[src/rtl/data_mem_arbiter.sv]
// data_mem_arbiter: two-port arbiter in front of a single-ported data memory.
// Port 0 (pipeline LSU) has priority; port 1 (debug/loader) is forced in after
// STARVE_LIMIT consecutive port-0 wins against it. Each grant produces a
// registered one-cycle response in the following cycle.
module data_mem_arbiter #(
    parameter int unsigned STARVE_LIMIT = 4
) (
    input  logic        clk_i,
    input  logic        reset_i,
    input  logic        p0_req,
    input  logic        p0_we,
    input  logic [1:0]  p0_width,
    input  logic [31:0] p0_addr,
    input  logic [31:0] p0_wdata,
    output logic        p0_gnt,
    output logic        p0_rvalid,
    output logic [31:0] p0_rdata,
    output logic        p0_err,
    input  logic        p1_req,
    input  logic        p1_we,
    input  logic [1:0]  p1_width,
    input  logic [31:0] p1_addr,
    input  logic [31:0] p1_wdata,
    output logic        p1_gnt,
    output logic        p1_rvalid,
    output logic [31:0] p1_rdata,
    output logic        p1_err,
    output logic        mem_we,
    output logic [1:0]  mem_width_src,
    output logic [31:0] mem_a,
    output logic [31:0] mem_wd,
    input  logic [31:0] mem_rd
);

    localparam logic [3:0] LIMIT = 4'(STARVE_LIMIT);

    // Width encoding: 00 word, 10 halfword, 01 byte; 11 behaves as word.
    function automatic logic is_misaligned(input logic [1:0] width, input logic [1:0] addr_lsb);
        logic r;
        case (width)
            2'b01:   r = 1'b0;
            2'b10:   r = addr_lsb[0];
            default: r = (addr_lsb != 2'b00);
        endcase
        return r;
    endfunction

    logic [3:0]  starve_q, starve_d;
    logic        gnt0_s, gnt1_s;
    logic        sel_we_s, mis_s;
    logic [1:0]  sel_width_s;
    logic [31:0] sel_addr_s, sel_wdata_s, rsp_data_s;
    logic        p0_rvalid_q, p0_err_q, p1_rvalid_q, p1_err_q;
    logic [31:0] p0_rdata_q, p1_rdata_q;

    // Grant decision: port 1 wins when alone or when port 0 has starved it long enough.
    always_comb begin
        gnt0_s = 1'b0;
        gnt1_s = 1'b0;
        if (reset_i) begin
            gnt0_s = 1'b0;
            gnt1_s = 1'b0;
        end else if (p1_req && (!p0_req || (starve_q == LIMIT))) begin
            gnt1_s = 1'b1;
        end else if (p0_req) begin
            gnt0_s = 1'b1;
        end else begin
            gnt0_s = 1'b0;
            gnt1_s = 1'b0;
        end
    end

    // Steer the granted port onto the memory bus; idle bus is all zeros.
    always_comb begin
        sel_we_s    = 1'b0;
        sel_width_s = 2'b00;
        sel_addr_s  = 32'h0000_0000;
        sel_wdata_s = 32'h0000_0000;
        if (gnt1_s) begin
            sel_we_s    = p1_we;
            sel_width_s = p1_width;
            sel_addr_s  = p1_addr;
            sel_wdata_s = p1_wdata;
        end else if (gnt0_s) begin
            sel_we_s    = p0_we;
            sel_width_s = p0_width;
            sel_addr_s  = p0_addr;
            sel_wdata_s = p0_wdata;
        end else begin
            sel_we_s    = 1'b0;
            sel_width_s = 2'b00;
            sel_addr_s  = 32'h0000_0000;
            sel_wdata_s = 32'h0000_0000;
        end
        mis_s      = is_misaligned(sel_width_s, sel_addr_s[1:0]);
        rsp_data_s = mis_s ? 32'h0000_0000 : mem_rd;
    end

    // Starve counter next state: counts port-0 wins over a waiting port 1.
    always_comb begin
        starve_d = 4'd0;
        if (gnt0_s && p1_req) begin
            starve_d = starve_q + 4'd1;
        end else begin
            starve_d = 4'd0;
        end
    end

    // Starve counter register.
    always_ff @(posedge clk_i or posedge reset_i) begin
        if (reset_i) begin
            starve_q <= 4'd0;
        end else begin
            starve_q <= starve_d;
        end
    end

    // Response registers: one-cycle rvalid with captured read data and error flag.
    always_ff @(posedge clk_i or posedge reset_i) begin
        if (reset_i) begin
            p0_rvalid_q <= 1'b0;
            p0_err_q    <= 1'b0;
            p0_rdata_q  <= 32'h0000_0000;
            p1_rvalid_q <= 1'b0;
            p1_err_q    <= 1'b0;
            p1_rdata_q  <= 32'h0000_0000;
        end else begin
            p0_rvalid_q <= gnt0_s;
            p0_err_q    <= gnt0_s & mis_s;
            p1_rvalid_q <= gnt1_s;
            p1_err_q    <= gnt1_s & mis_s;
            if (gnt0_s) begin
                p0_rdata_q <= rsp_data_s;
            end
            if (gnt1_s) begin
                p1_rdata_q <= rsp_data_s;
            end
        end
    end

    assign p0_gnt        = gnt0_s;
    assign p1_gnt        = gnt1_s;
    assign mem_we        = sel_we_s & ~mis_s;
    assign mem_width_src = sel_width_s;
    assign mem_a         = sel_addr_s;
    assign mem_wd        = sel_wdata_s;
    assign p0_rvalid     = p0_rvalid_q;
    assign p0_rdata      = p0_rdata_q;
    assign p0_err        = p0_err_q;
    assign p1_rvalid     = p1_rvalid_q;
    assign p1_rdata      = p1_rdata_q;
    assign p1_err        = p1_err_q;

endmodule

[config.mk]
export PLATFORM = sky130hd
export DESIGN_NAME = data_mem_arbiter
export DESIGN_NICKNAME = d
export VERILOG_FILES = /design/src/rtl/data_mem_arbiter.sv
export SDC_FILE = /design/constraint.sdc
export NUM_CORES = 1
export LEC_CHECK = 0
export BUFFER_PORTS_ARGS = -buffer_cell sky130_fd_sc_hd__buf_2
export CAP_MARGIN = 20
export CORE_AREA = 8 8 114 116
export CTS_CLUSTER_SIZE = 12
export DETAILED_ROUTE_END_ITERATION = 12
export DIE_AREA = 0 0 122 124
export PLACE_DENSITY = 0.72
export SLEW_MARGIN = 20
export SYNTH_ARGS = -nofsm -noshare
export SYNTH_HDL_FRONTEND = slang
export SYNTH_SLANG_ARGS = --single-unit
[constraint.sdc]
create_clock -name clk_i -period 4.31 [get_ports clk_i]
set_clock_uncertainty 0.05 [all_clocks]
set_input_delay 0.862 -clock clk_i [delete_from_list [all_inputs] [get_ports clk_i]]
set_output_delay 0.862 -clock clk_i [all_outputs]
set_load 0.005 [all_outputs]
==> results.cfg <==
[logic_synthesis]
synth.avg_cell_area_um2 = 11.4
yosys.cell_types.count = 27
ys_top_cells_by_area = dfrtp_1 46%, a22o_1 22%, o32ai_1 7.2%, o211ai_1 6.2%, buf_6 5.5%
ys_ff_latch = 72
syn_inst = 340
syn-num-nets = 513
ys_warn_count = 0
yosysSeqAreaShare_pct = 46.5
yosys.area.top_type_share_pct = 46.5
synth_area_mm2 = 0.00388
yosys.area.top_type = dfrtp_1

[min_path]
hold_depth = 1
hp-class = reg -> reg

[floorplan]
fp.dieArea_mm2 = 0.0151
die_h_um = 124
ios = 307
coreArea_mm2 = 0.0112
fp-row-count = 39
start_util_pct = 34.7
die_w_um = 122

[setup_path]
rr_worst_depth = 11
arrival_ps = 2970
path_max_fanout = 22
worstPathRequired_ps = 3400
setup.worst_path.end_class = output port
timing_worst_setup_path_type = in -> out
worstSetupStartpointType = input port

[sta]
post-route-period-util_pct = 90.1
finalSetupTns_ps = 0
fin_crit_ps = 3880
drv_slew = 0
hold_viol = 0
max_slew.worst_pin.slew_ps = 750
max_clock_freq_mhz = 258
setup_viol = 0
relSlewSlack_pct = 49.9
rsz0062_at_grt = false
hold_ws_ps = 448

[pwr]
p_leak_nw = 3.11
combPwrFrac_pct = 23.2
ir_drop_mv = 0.228
cellInternalPower_w = 0.00146
swShare_pct = 26.9
pwr-share-clk_pct = 36.1
power_density_mw_per_mm2 = 352
seq_power_share_pct = 40.7
p_sw_w = 0.000536

[place]
port_buffers = 306
place_congestion = 0.987
hpwl_mm = 13.6

[routing]
viasPerCell = 5.41
via_count = 4199
firstDrtPassIters = 4
antenna_left = 0
drtIter0Drc = 390
detail_route.wl_per_cell_um = 22.0
routed_wirelength_mm = 17.1
drcViolationCount = 0

[cells_and_area]
fill_cells = 1050
final_nets = 799
area_growth_pct = 46.2
drive_above_1_share_pct = 53.7

[cts]
ctsLongestPathBuffers = 2
h-tree-depth = 3
cts_tree = yes
cts_hold_buf = 0
postCtsSetupRepairBufs = 0
ctsResizeCount = 0
cts-root-buf = clkbuf_16
clkSinkCount = 72
clock_latency_ps = 320
cts.clk_slew.worst_paths_ps = 50
cts_buffers = 9

[global_routing]
grt_pass1_wl_mm = 25.4
grt_overflow = 0
antenna_found_initial = 6
grt_pass1_vias = 4627
grt_max_degree = 55
groute.usage.overall_pct = 21.7

[status]
status = complete, no violations

[job]
cap_violations = 0
Yosys cell counts:
cell / instances
a22o_1: 99
a22oi_1: 2
a32o_1: 1
and2_1: 2
and3_1: 4
and3b_1: 1
and4b_4: 1
buf_2: 10
buf_4: 1
buf_6: 19
clkbuf_1: 12
dfrtp_1: 72
ha_1: 3
inv_1: 35
inv_2: 1
inv_6: 1
nand2b_1: 1
nand3_1: 1
nor2b_1: 1
nor3b_2: 1
nor4_4: 1
o211ai_1: 32
o21a_1: 3
o32ai_1: 32
or2_1: 2
xnor2_1: 1
xor2_1: 1
power groups by stage:
| stage | Combinational, W | Clock (W) | Sequential [W] |
|---|---|---|---|
| 2_1_floorplan | 0.000205 | 0 | 0.000824 |
| 3_3_place_gp | 0.000459 | 0 | 0.000819 |
| 3_5_place_dp | 0.000469 | 0 | 0.000821 |
| 4_1_cts | 0.000472 | 0.000733 | 0.000812 |
| 5_1_grt | 0.000507 | 0.000767 | 0.000821 |
| 6_report | 0.000464 | 0.000719 | 0.000812 |
sequential cells by signal (all words and copies together), names as in the netlist:
| name | count |
|---|---|
| p0_rvalid | 1 |
| p1_err | 1 |
| starve_q | 4 |
| p0_err | 1 |
| p0_rdata | 32 |
| p1_rdata | 32 |
| p1_rvalid | 1 |
final cells by class:
class	count	area [um2]	share of cell area (%)
multi-input cells	189	1630	28.8
inverters	37	144	2.54
well taps	143	179	3.16
diodes	6	15.0	0.265
clock inverters	1	30.0	0.530
clock buffers	11	253	4.46
repair buffers	317	1610	28.5
flip-flops and latches	72	1800	31.8
through the flow:
stage          util [%]  power (W)  cell area, um2  worst slack (ps)  instances
2_1_floorplan         -    0.00103            3880               491        340
4_1_cts            50.6    0.00202            5650               409        770
3_5_place_dp       48.0    0.00129            5370               418        758
5_1_grt            50.7    0.00210            5670               267        776
6_report           50.7    0.00199            5670               428        776
3_3_place_gp       48.0    0.00128            5370               525        758
cell families after synthesis:
| kind of cell | synth area share (%) |
|---|---|
| flip-flops | 46.5 |
| XOR/XNOR | 0.452 |
| AO/OA/AOI/OAI | 37.0 |
| adder cells (fa/ha/maj) | 0.968 |
| buffers and inverters | 11.9 |
| AND/OR/NAND/NOR | 3.20 |
critical path: stages:
cell	delay, ps
buf_2	120
nand2b_1	240
or2_1	320
inv_6	170
a22o_1	190
ha_1	280
and2_1	230
nor4_4	300
a32o_1	150
buf_2	110
per-layer routing:
layer / vias up / GRT usage, % / wire length, um
li1: 1917 / - / -
met1: 2050 / 23.6 / 6020
met2: 208 / 37.2 / 8970
met3: 24 / 7.62 / 1630
met4: 0 / 10.2 / 427
met5: - / 0 / 0
worst paths after layout:
check                                    startpoint                       end  slack (ps)
max                                         reset_i                    mem_we         430
min                        p0_rdata[15]$_DFFE_PP0N_  p0_rdata[15]$_DFFE_PP0N_         450
max reg2reg                   starve_q[0]$_DFF_PP0_  p0_rdata[29]$_DFFE_PP0N_        1250
min reg2reg                p0_rdata[15]$_DFFE_PP0N_  p0_rdata[15]$_DFFE_PP0N_         450
max in group asynchronous                   reset_i   p1_rdata[9]$_DFFE_PP0P_        2590
min in group asynchronous                   reset_i          p0_err$_DFF_PP0_         630
placed cells by master, fill, tap and decap left out, drive strengths merged, types with 2 or more instances in the layout:
cell type / n
ha: 3
o32ai: 32
or2: 2
o211ai: 32
inv: 37
clkbuf: 11
buf: 317
diode: 6
and3: 4
and2: 2
o21a: 3
dfrtp: 72
a22o: 99
a22oi: 2
No activity file was read; power rests on OpenSTA's default activity.
